File: src/rtl/unsigned_calc_pkg.sv
// Shared widths for the fixed-coefficient unsigned calculator.
// Operands are 4 bits wide; the result is 8 bits, taken modulo 256.
package unsigned_calc_pkg;

    localparam int OP_W  = 4;
    localparam int RES_W = 8;

endpackage

File: src/rtl/unsigned_calc_adder.sv
// ripple_adder_8: 8-bit ripple-carry adder made of full-adder cells.
// Ports: a, b (addends), cin (carry in), sum (a+b+cin), cout (carry out).
module ripple_adder_8 (
    input  logic [7:0] a,
    input  logic [7:0] b,
    input  logic       cin,
    output logic [7:0] sum,
    output logic       cout
);

    logic [8:0] c;

    assign c[0] = cin;

    for (genvar i = 0; i < 8; i++) begin : g_fa
        assign sum[i]  = a[i] ^ b[i] ^ c[i];
        assign c[i+1]  = (a[i] & b[i]) | (c[i] & (a[i] ^ b[i]));
    end

    assign cout = c[8];

endmodule

File: src/rtl/unsigned_calc.sv
// unsigned_calc: registered F = (7A - 3B + 6C) mod 256, one cycle latency.
// Ports: i_clk, i_rst (async high), i_au/i_bu/i_cu (4b operands), o_fu (8b).
module unsigned_calc
    import unsigned_calc_pkg::*;
(
    input  logic             i_clk,
    input  logic             i_rst,
    input  logic [OP_W-1:0]  i_au,
    input  logic [OP_W-1:0]  i_bu,
    input  logic [OP_W-1:0]  i_cu,
    output logic [RES_W-1:0] o_fu
);

    logic [RES_W-1:0] a_ext;
    logic [RES_W-1:0] b_ext;
    logic [RES_W-1:0] c_ext;

    logic [RES_W-1:0] a7;
    logic [RES_W-1:0] c6;
    logic [RES_W-1:0] b3;
    logic [RES_W-1:0] ac;
    logic [RES_W-1:0] fu_d;
    logic [RES_W-1:0] fu_q;

    // Carry-outs are unused: everything is taken modulo 256, and the
    // low 8 bits of a wider zero-extended sum are identical.
    logic [4:0] co_unused;

    assign a_ext = RES_W'(i_au);
    assign b_ext = RES_W'(i_bu);
    assign c_ext = RES_W'(i_cu);

    // 7A = 8A + ~A + 1
    ripple_adder_8 u_a7 (
        .a    (a_ext << 3),
        .b    (~a_ext),
        .cin  (1'b1),
        .sum  (a7),
        .cout (co_unused[0])
    );

    // 6C = 4C + 2C
    ripple_adder_8 u_c6 (
        .a    (c_ext << 2),
        .b    (c_ext << 1),
        .cin  (1'b0),
        .sum  (c6),
        .cout (co_unused[1])
    );

    // 3B = 2B + B
    ripple_adder_8 u_b3 (
        .a    (b_ext << 1),
        .b    (b_ext),
        .cin  (1'b0),
        .sum  (b3),
        .cout (co_unused[2])
    );

    ripple_adder_8 u_ac (
        .a    (a7),
        .b    (c6),
        .cin  (1'b0),
        .sum  (ac),
        .cout (co_unused[3])
    );

    // Subtract 3B in two's complement: add ~3B with carry-in 1.
    ripple_adder_8 u_fin (
        .a    (ac),
        .b    (~b3),
        .cin  (1'b1),
        .sum  (fu_d),
        .cout (co_unused[4])
    );

    always_ff @(posedge i_clk or posedge i_rst) begin
        if (i_rst) begin
            fu_q <= '0;
        end else begin
            fu_q <= fu_d;
        end
    end

    assign o_fu = fu_q;

endmodule

File: config.mk
export PLATFORM = sky130hd
export DESIGN_NAME = unsigned_calc
export DESIGN_NICKNAME = d
export VERILOG_FILES = /design/src/rtl/unsigned_calc_pkg.sv /design/src/rtl/unsigned_calc_adder.sv /design/src/rtl/unsigned_calc.sv
export SDC_FILE = /design/constraint.sdc
export NUM_CORES = 1
export LEC_CHECK = 0
export ABC_AREA = 1
export CAP_MARGIN = 25
export CELL_PAD_IN_SITES_DETAIL_PLACEMENT = 0
export CELL_PAD_IN_SITES_GLOBAL_PLACEMENT = 1
export CORE_UTILIZATION = 30
export DETAILED_ROUTE_END_ITERATION = 10
export GPL_ROUTABILITY_DRIVEN = 0
export GPL_TIMING_DRIVEN = 0
export PLACE_DENSITY = 0.58
export SYNTH_ARGS = -nofsm -noshare
export SYNTH_HDL_FRONTEND = slang
export SYNTH_HIERARCHICAL = 1
export SYNTH_SLANG_ARGS = --single-unit
File: constraint.sdc
create_clock -name i_clk -period 0.8 [get_ports i_clk]
set_input_delay 0.24 -clock i_clk [delete_from_list [all_inputs] [get_ports i_clk]]
set_output_delay 0.24 -clock i_clk [all_outputs]
set_load 0.005 [all_outputs]
==> qor.txt, run 1 <==
Vias in the first global route - 855
Final #Nets - 216
Multi-input gate area - 955 um^2
Worst setup path start - i_au[0]
Hold-fix buffers at CTS - 0
CP endpoint kind - flip-flop
GR Overflow Total - 0
Max_cap viols - 0
Pins Over Slew Limit - 0
Final Instance Area - 1670 um^2
Tot GR Track Use - 9.70%
P per Cell Area - 2040 nW/um^2
Die Y - 65.9 um
Count of final setup violators - 16
Die W - 65.9 um
Hold crit path type - primary input to asynchronous set/reset pin
Mapped Cells - 108
First-pass GRT wire length - 3.17 mm
Die area - 4350 um^2
Worst vdd ir - 0.485 mV
CTS Sinks - 8
Fmax - 0.237 GHz
P&R area growth vs syn - 35.9%
First DRT Iteration DRCs - 8
Number of flip-flops under the largest register name - 8
Power consumption - 3.39 mW
Root Buffer Master - clkbuf_8
TritonCTS buffer count - 3
Max H-tree Level - 1
Violated checks - setup timing
Core region area - 3800 um^2
Min Tclk post-route - 4.23 ns
Setup ws final - -3.43 ns
# placed instances - 204
Initial DRT Pass Iterations - 2
Final WL - 1.60 mm
Leak - 0.820 nW
CTS tree - yes
Std cell rows - 22
Most common cell after layout, fill and taps aside - inv_1
Filler cells - 371
Top Ports - 22
Final critical-path share of the clock period - 528%
WP data required - 0.92 ns
RSZ-0062 raised after global routing - true
Placed cell area - 1650 um^2
Vias - 704
Clock Tree Buf Depth - 2
Largest net degree at the start of global routing - 9
Final Core Density - 43.9%
Share of layout cells above drive strength 1 - 30.0%
Drt drc - 0
Status - finished, violations left
Final Non-Filler Cells - 208
Port bufs - 21
TNS Setup - -18.55 ns
DPL Wire Length - 1.58 mm
Storage cell area - 200 um^2
Mean area per synthesized cell - 11.4 um^2
Syn. warnings - 6
Worst-path clk slew - 0.04 ns
Initial antenna violation count - 0
Antenna Diode Count - 0
Crit Path Category - primary input to flip-flop
Crit path launch type - primary input
Crit path DAT - 4.34 ns
Initial Util - 32.3%
Commonest non-fill, non-tap cells in the layout - inv_1 (42), conb_1 (29), fa_1 (22), fa_2 (18), inv_2 (14)
Post-route ant nets - 0
Final Hold Fails - 0
WL/cell - 7.71 um
DR vias/cell - 3.38
Crit path max fanout - 2
Post-synthesis cell area - 1230 um^2
-- power by group --
group,switching (mW),internal [mW]
registers,0.0390,0.657
clock network,0.137,0.324
logic,1.15,1.09
total,1.32,2.07
-- worst paths after layout --
check / depth (start not counted) / to / slack [ns]
max: 20 / o_fu[7] / -3.43
min: 2 / o_fu[0] / 0.26
min in group i_clk: 1 / o_fu[4] / 0.87
max in group asynchronous: 2 / o_fu[4] / 0.33
-- layer usage --
metal,global-route usage [%],wire (um),vias to the layer above
li1,-,-,334
met1,9.56,587,353
met2,19.9,929,17
met3,1.03,86,0
met4,3.99,0,0
met5,0,0,-
-- metrics by stage --
step	hold slack, ns	worst slack [ns]
finish	0.257	-3.43
global route	0.296	-3.62
CTS	0.268	-3.46
detailed placement	0.499	-4.37
global placement	0.495	-4.35
floorplan	0.0557	-3.23
-- layout make-up --
type / count / area share [%]
inverter: 58 / 13.7
timing repair buffer: 22 / 11.0
clock buffer: 3 / 2.48
tap: 48 / 3.60
sequential: 8 / 12.0
multi-input combinational: 69 / 57.3
-- worst max-delay path: stages --
cell and delay (ns):
buf_8 0.08, inv_4 0.03, fa_2 0.34, inv_2 0.06
fa_2 0.18, inv_2 0.04, fa_2 0.33, fa_2 0.35
fa_2 0.35, fa_2 0.37, fa_2 0.36, inv_2 0.06
fa_1 0.40, inv_1 0.07, inv_2 0.04, fa_1 0.44
inv_1 0.08, inv_2 0.04, fa_1 0.47, inv_1 0.03
-- timing repair --
item,4_1_cts,5_1_grt
setup endpoints to repair,16,16
gates resized for setup,52,0
setup buffers,1,0
pin swaps,16,0
(Power assumes the default switching activity.)
==> run 2, diff against run 1 <==
--- a/config.mk
+++ b/config.mk
@@ -10,8 +10,8 @@
 export CELL_PAD_IN_SITES_DETAIL_PLACEMENT = 0
 export CELL_PAD_IN_SITES_GLOBAL_PLACEMENT = 1
 export CORE_UTILIZATION = 30
+export CTS_BUF_LIST = sky130_fd_sc_hd__clkbuf_2 sky130_fd_sc_hd__clkbuf_4 sky130_fd_sc_hd__clkbuf_8
 export DETAILED_ROUTE_END_ITERATION = 10
-export GPL_ROUTABILITY_DRIVEN = 0
 export GPL_TIMING_DRIVEN = 0
 export PLACE_DENSITY = 0.58
 export SYNTH_ARGS = -nofsm -noshare
==> results of run 2 <==
The final DEF is identical to that of run 1; final timing and power are the same.
==> run 3, diff against run 2 <==
--- a/config.mk
+++ b/config.mk
@@ -9,11 +9,12 @@
 export CAP_MARGIN = 25
 export CELL_PAD_IN_SITES_DETAIL_PLACEMENT = 0
 export CELL_PAD_IN_SITES_GLOBAL_PLACEMENT = 1
-export CORE_UTILIZATION = 30
+export CORE_UTILIZATION = 40
 export CTS_BUF_LIST = sky130_fd_sc_hd__clkbuf_2 sky130_fd_sc_hd__clkbuf_4 sky130_fd_sc_hd__clkbuf_8
 export DETAILED_ROUTE_END_ITERATION = 10
 export GPL_TIMING_DRIVEN = 0
-export PLACE_DENSITY = 0.58
+export PLACE_DENSITY = 0.74
+export SKIP_LAST_GASP = 1
 export SYNTH_ARGS = -nofsm -noshare
 export SYNTH_HDL_FRONTEND = slang
 export SYNTH_HIERARCHICAL = 1
==> run 3 against run 2 <==
- the flow finishes with violations (DRC, setup timing)
- largest power group unchanged
- global-route usage is 3.0 points higher
- final area is 2.4% lower
- sequential cell count stayed put
- fmax is 0.54% higher
- die area is 24% lower
- first-iteration DRC count is 100% higher
- via count is 0.57% higher
- wire length is 1.3% lower
- combinational power is 2% lower
- hold slack worse by 0.033 ns
==> qor.txt, run 3 (synthesis results as in run 1) <==
Clock Tree Buf Depth - 2 (unchanged)
CP endpoint kind - flip-flop (unchanged)
First-pass GRT wire length - 3.14 mm (was 3.17 mm)
Vias - 708 (was 704)
Switching Power - 1.30 mW (was 1.32 mW)
Crit path DAT - 4.39 ns (was 4.34 ns)
Largest net degree at the start of global routing - 9 (unchanged)
Top Ports - 22 (unchanged)
Most common cell after layout, fill and taps aside - inv_1 (unchanged)
Crit path launch type - primary input (unchanged)
TritonCTS buffer count - 3 (unchanged)
Power share of the clock group - 9.3% (was 13.6%)
Antenna Diode Count - 0 (unchanged)
Number of flip-flops under the largest register name - 8 (unchanged)
CTS Sinks - 8 (unchanged)
Count of final setup violators - 16 (unchanged)
Hold-fix buffers at CTS - 0 (unchanged)
Crit path max fanout - 2 (unchanged)
WP data required - 0.99 ns (was 0.92 ns)
Comb power frac - 68.7% (was 65.9%)
Final Hold Fails - 0 (unchanged)
Worst-path clk slew - 0.05 ns (was 0.04 ns)
Vias in the first global route - 828 (was 855)
Final #Nets - 216 (unchanged)
Max H-tree Level - 1 (unchanged)
Share of layout cells above drive strength 1 - 30.0% (unchanged)
P&R area growth vs syn - 32.7% (was 35.9%)
WL/cell - 8.28 um (was 7.71 um)
Crit Path Category - primary input to flip-flop (unchanged)
Initial antenna violation count - 0 (unchanged)
Die area - 3290 um^2 (was 4350 um^2)
Core region area - 2830 um^2 (was 3800 um^2)
Switching share of power - 40.8% (was 39.1%)
Max_cap viols - 0 (unchanged)
Std cell rows - 19 (was 22)
RSZ-0062 raised after global routing - true (unchanged)
Leak - 0.812 nW (was 0.820 nW)
GR Overflow Total - 0 (unchanged)
Worst vdd ir - 0.909 mV (was 0.485 mV)
Violated checks - DRC, setup timing (was setup timing)
DR vias/cell - 3.71 (was 3.38)
Setup ws final - -3.40 ns (was -3.43 ns)
Fmax - 0.238 GHz (was 0.237 GHz)
DPL Wire Length - 1.54 mm (was 1.58 mm)
Drt drc - 6 (was 0)
Die Y - 57.4 um (was 65.9 um)
Initial DRT Pass Iterations - 7 (was 2)
Port bufs - 21 (unchanged)
Final WL - 1.58 mm (was 1.60 mm)
Hold crit path type - primary input to asynchronous set/reset pin (unchanged)
Min Tclk post-route - 4.20 ns (was 4.23 ns)
Filler cells - 275 (was 371)
Final Non-Filler Cells - 191 (was 208)
# placed instances - 187 (was 204)
Hold Worst Slack - 0.224 ns (was 0.257 ns)
Root Buffer Master - clkbuf_4 (was clkbuf_8)
Final Wtd Congestion - 0.708 (was 0.669)
Initial Util - 43.3% (was 32.3%)
Sequential share of power - 22.0% (was 20.5%)
Tot GR Track Use - 12.7% (was 9.70%)
Status - finished, violations left (unchanged)
Pins Over Slew Limit - 0 (unchanged)
CTS tree - yes (unchanged)
First DRT Iteration DRCs - 16 (was 8)
Post-route ant nets - 0 (unchanged)
Commonest non-fill, non-tap cells in the layout - inv_1 (42), conb_1 (29), fa_1 (22), fa_2 (18), inv_2 (14) (unchanged)
Final critical-path share of the clock period - 526% (was 528%)
Die W - 57.4 um (was 65.9 um)
P_int - 1.88 mW (was 2.07 mW)
P per Cell Area - 1950 nW/um^2 (was 2040 nW/um^2)
==> run 3: cell types whose count changed in the layout (fill, tap and decap cells not counted) <==
cell,delta
clkbuf_4,+3
clkbuf_8,-3
==> run 3: worst max-delay path, cell delays in order <==
cell,delay (ns)
buf_8,0.08
inv_4,0.03
fa_2,0.34
inv_2,0.06
fa_2,0.43
inv_2,0.06
inv_2,0.03
fa_2,0.51
inv_2,0.04
inv_2,0.05
fa_2,0.19
inv_2,0.04
fa_2,0.37
fa_2,0.35
fa_2,0.34
fa_2,0.35
fa_2,0.36
inv_2,0.06
fa_1,0.40
inv_1,0.06
==> run 3: path summary, 6_finish.rpt <==
path / startpoint / end / slack [ns] / cells after the start
worst max-delay path: i_au[0] / o_fu[7] / -3.40 / 20
worst min-delay path: i_rst / o_fu[0] / 0.22 / 2
max in group asynchronous: i_rst / o_fu[6] / 0.35 / 2
min in group i_clk: i_au[0] / o_fu[3] / 0.84 / 5
==> run 3: power groups by stage <==
stage / clock [mW] / sequential (mW) / combinational, mW
floorplan: 0 / 0.748 / 1.54
global placement: 0 / 0.707 / 2.40
detailed placement: 0 / 0.715 / 2.47
CTS: 0.308 / 0.703 / 2.28
global route: 0.329 / 0.723 / 2.62
finish: 0.294 / 0.699 / 2.18
==> run 3: final cells by class <==
| class | count | area [um^2] | area share [%] |
|---|---|---|---|
| timing repair buffer | 22 | 183 | 11.2 |
| inverter | 58 | 228 | 14.0 |
| sequential | 8 | 200 | 12.3 |
| multi-input combinational | 69 | 955 | 58.7 |
| tap | 31 | 38.8 | 2.38 |
| clock buffer | 3 | 22.5 | 1.38 |
==> run 3: routing by layer <==
metal	global-route usage (%)	vias to the layer above	share of wire, %
met3	4.08	0	6.7
li1	-	336	-
met2	25.7	18	64
met4	1.05	0	0
met1	12.8	354	30
met5	0	-	0
==> run 3: what timing repair did <==
item / CTS / global route
endpoints found under the hold margin: 0 / 0
resized for setup: 49 / 2
setup buffers: 1 / 0
endpoints found under the setup margin: 16 / 16
pin swaps: 16 / 5
==> run 3: metrics by stage <==
step	cell area [um^2]	utilization (%)	worst slack (ns)	setup TNS, ns	power, mW
3_5_place_dp	1620	57.4	-4.39	-25.39	3.18
2_1_floorplan	1380	-	-3.23	-15.28	2.29
6_report	1630	57.5	-3.40	-18.65	3.17
5_1_grt	1630	57.5	-3.54	-19.62	3.67
3_3_place_gp	1620	57.4	-4.33	-25.16	3.10
4_1_cts	1620	57.3	-3.48	-18.76	3.29
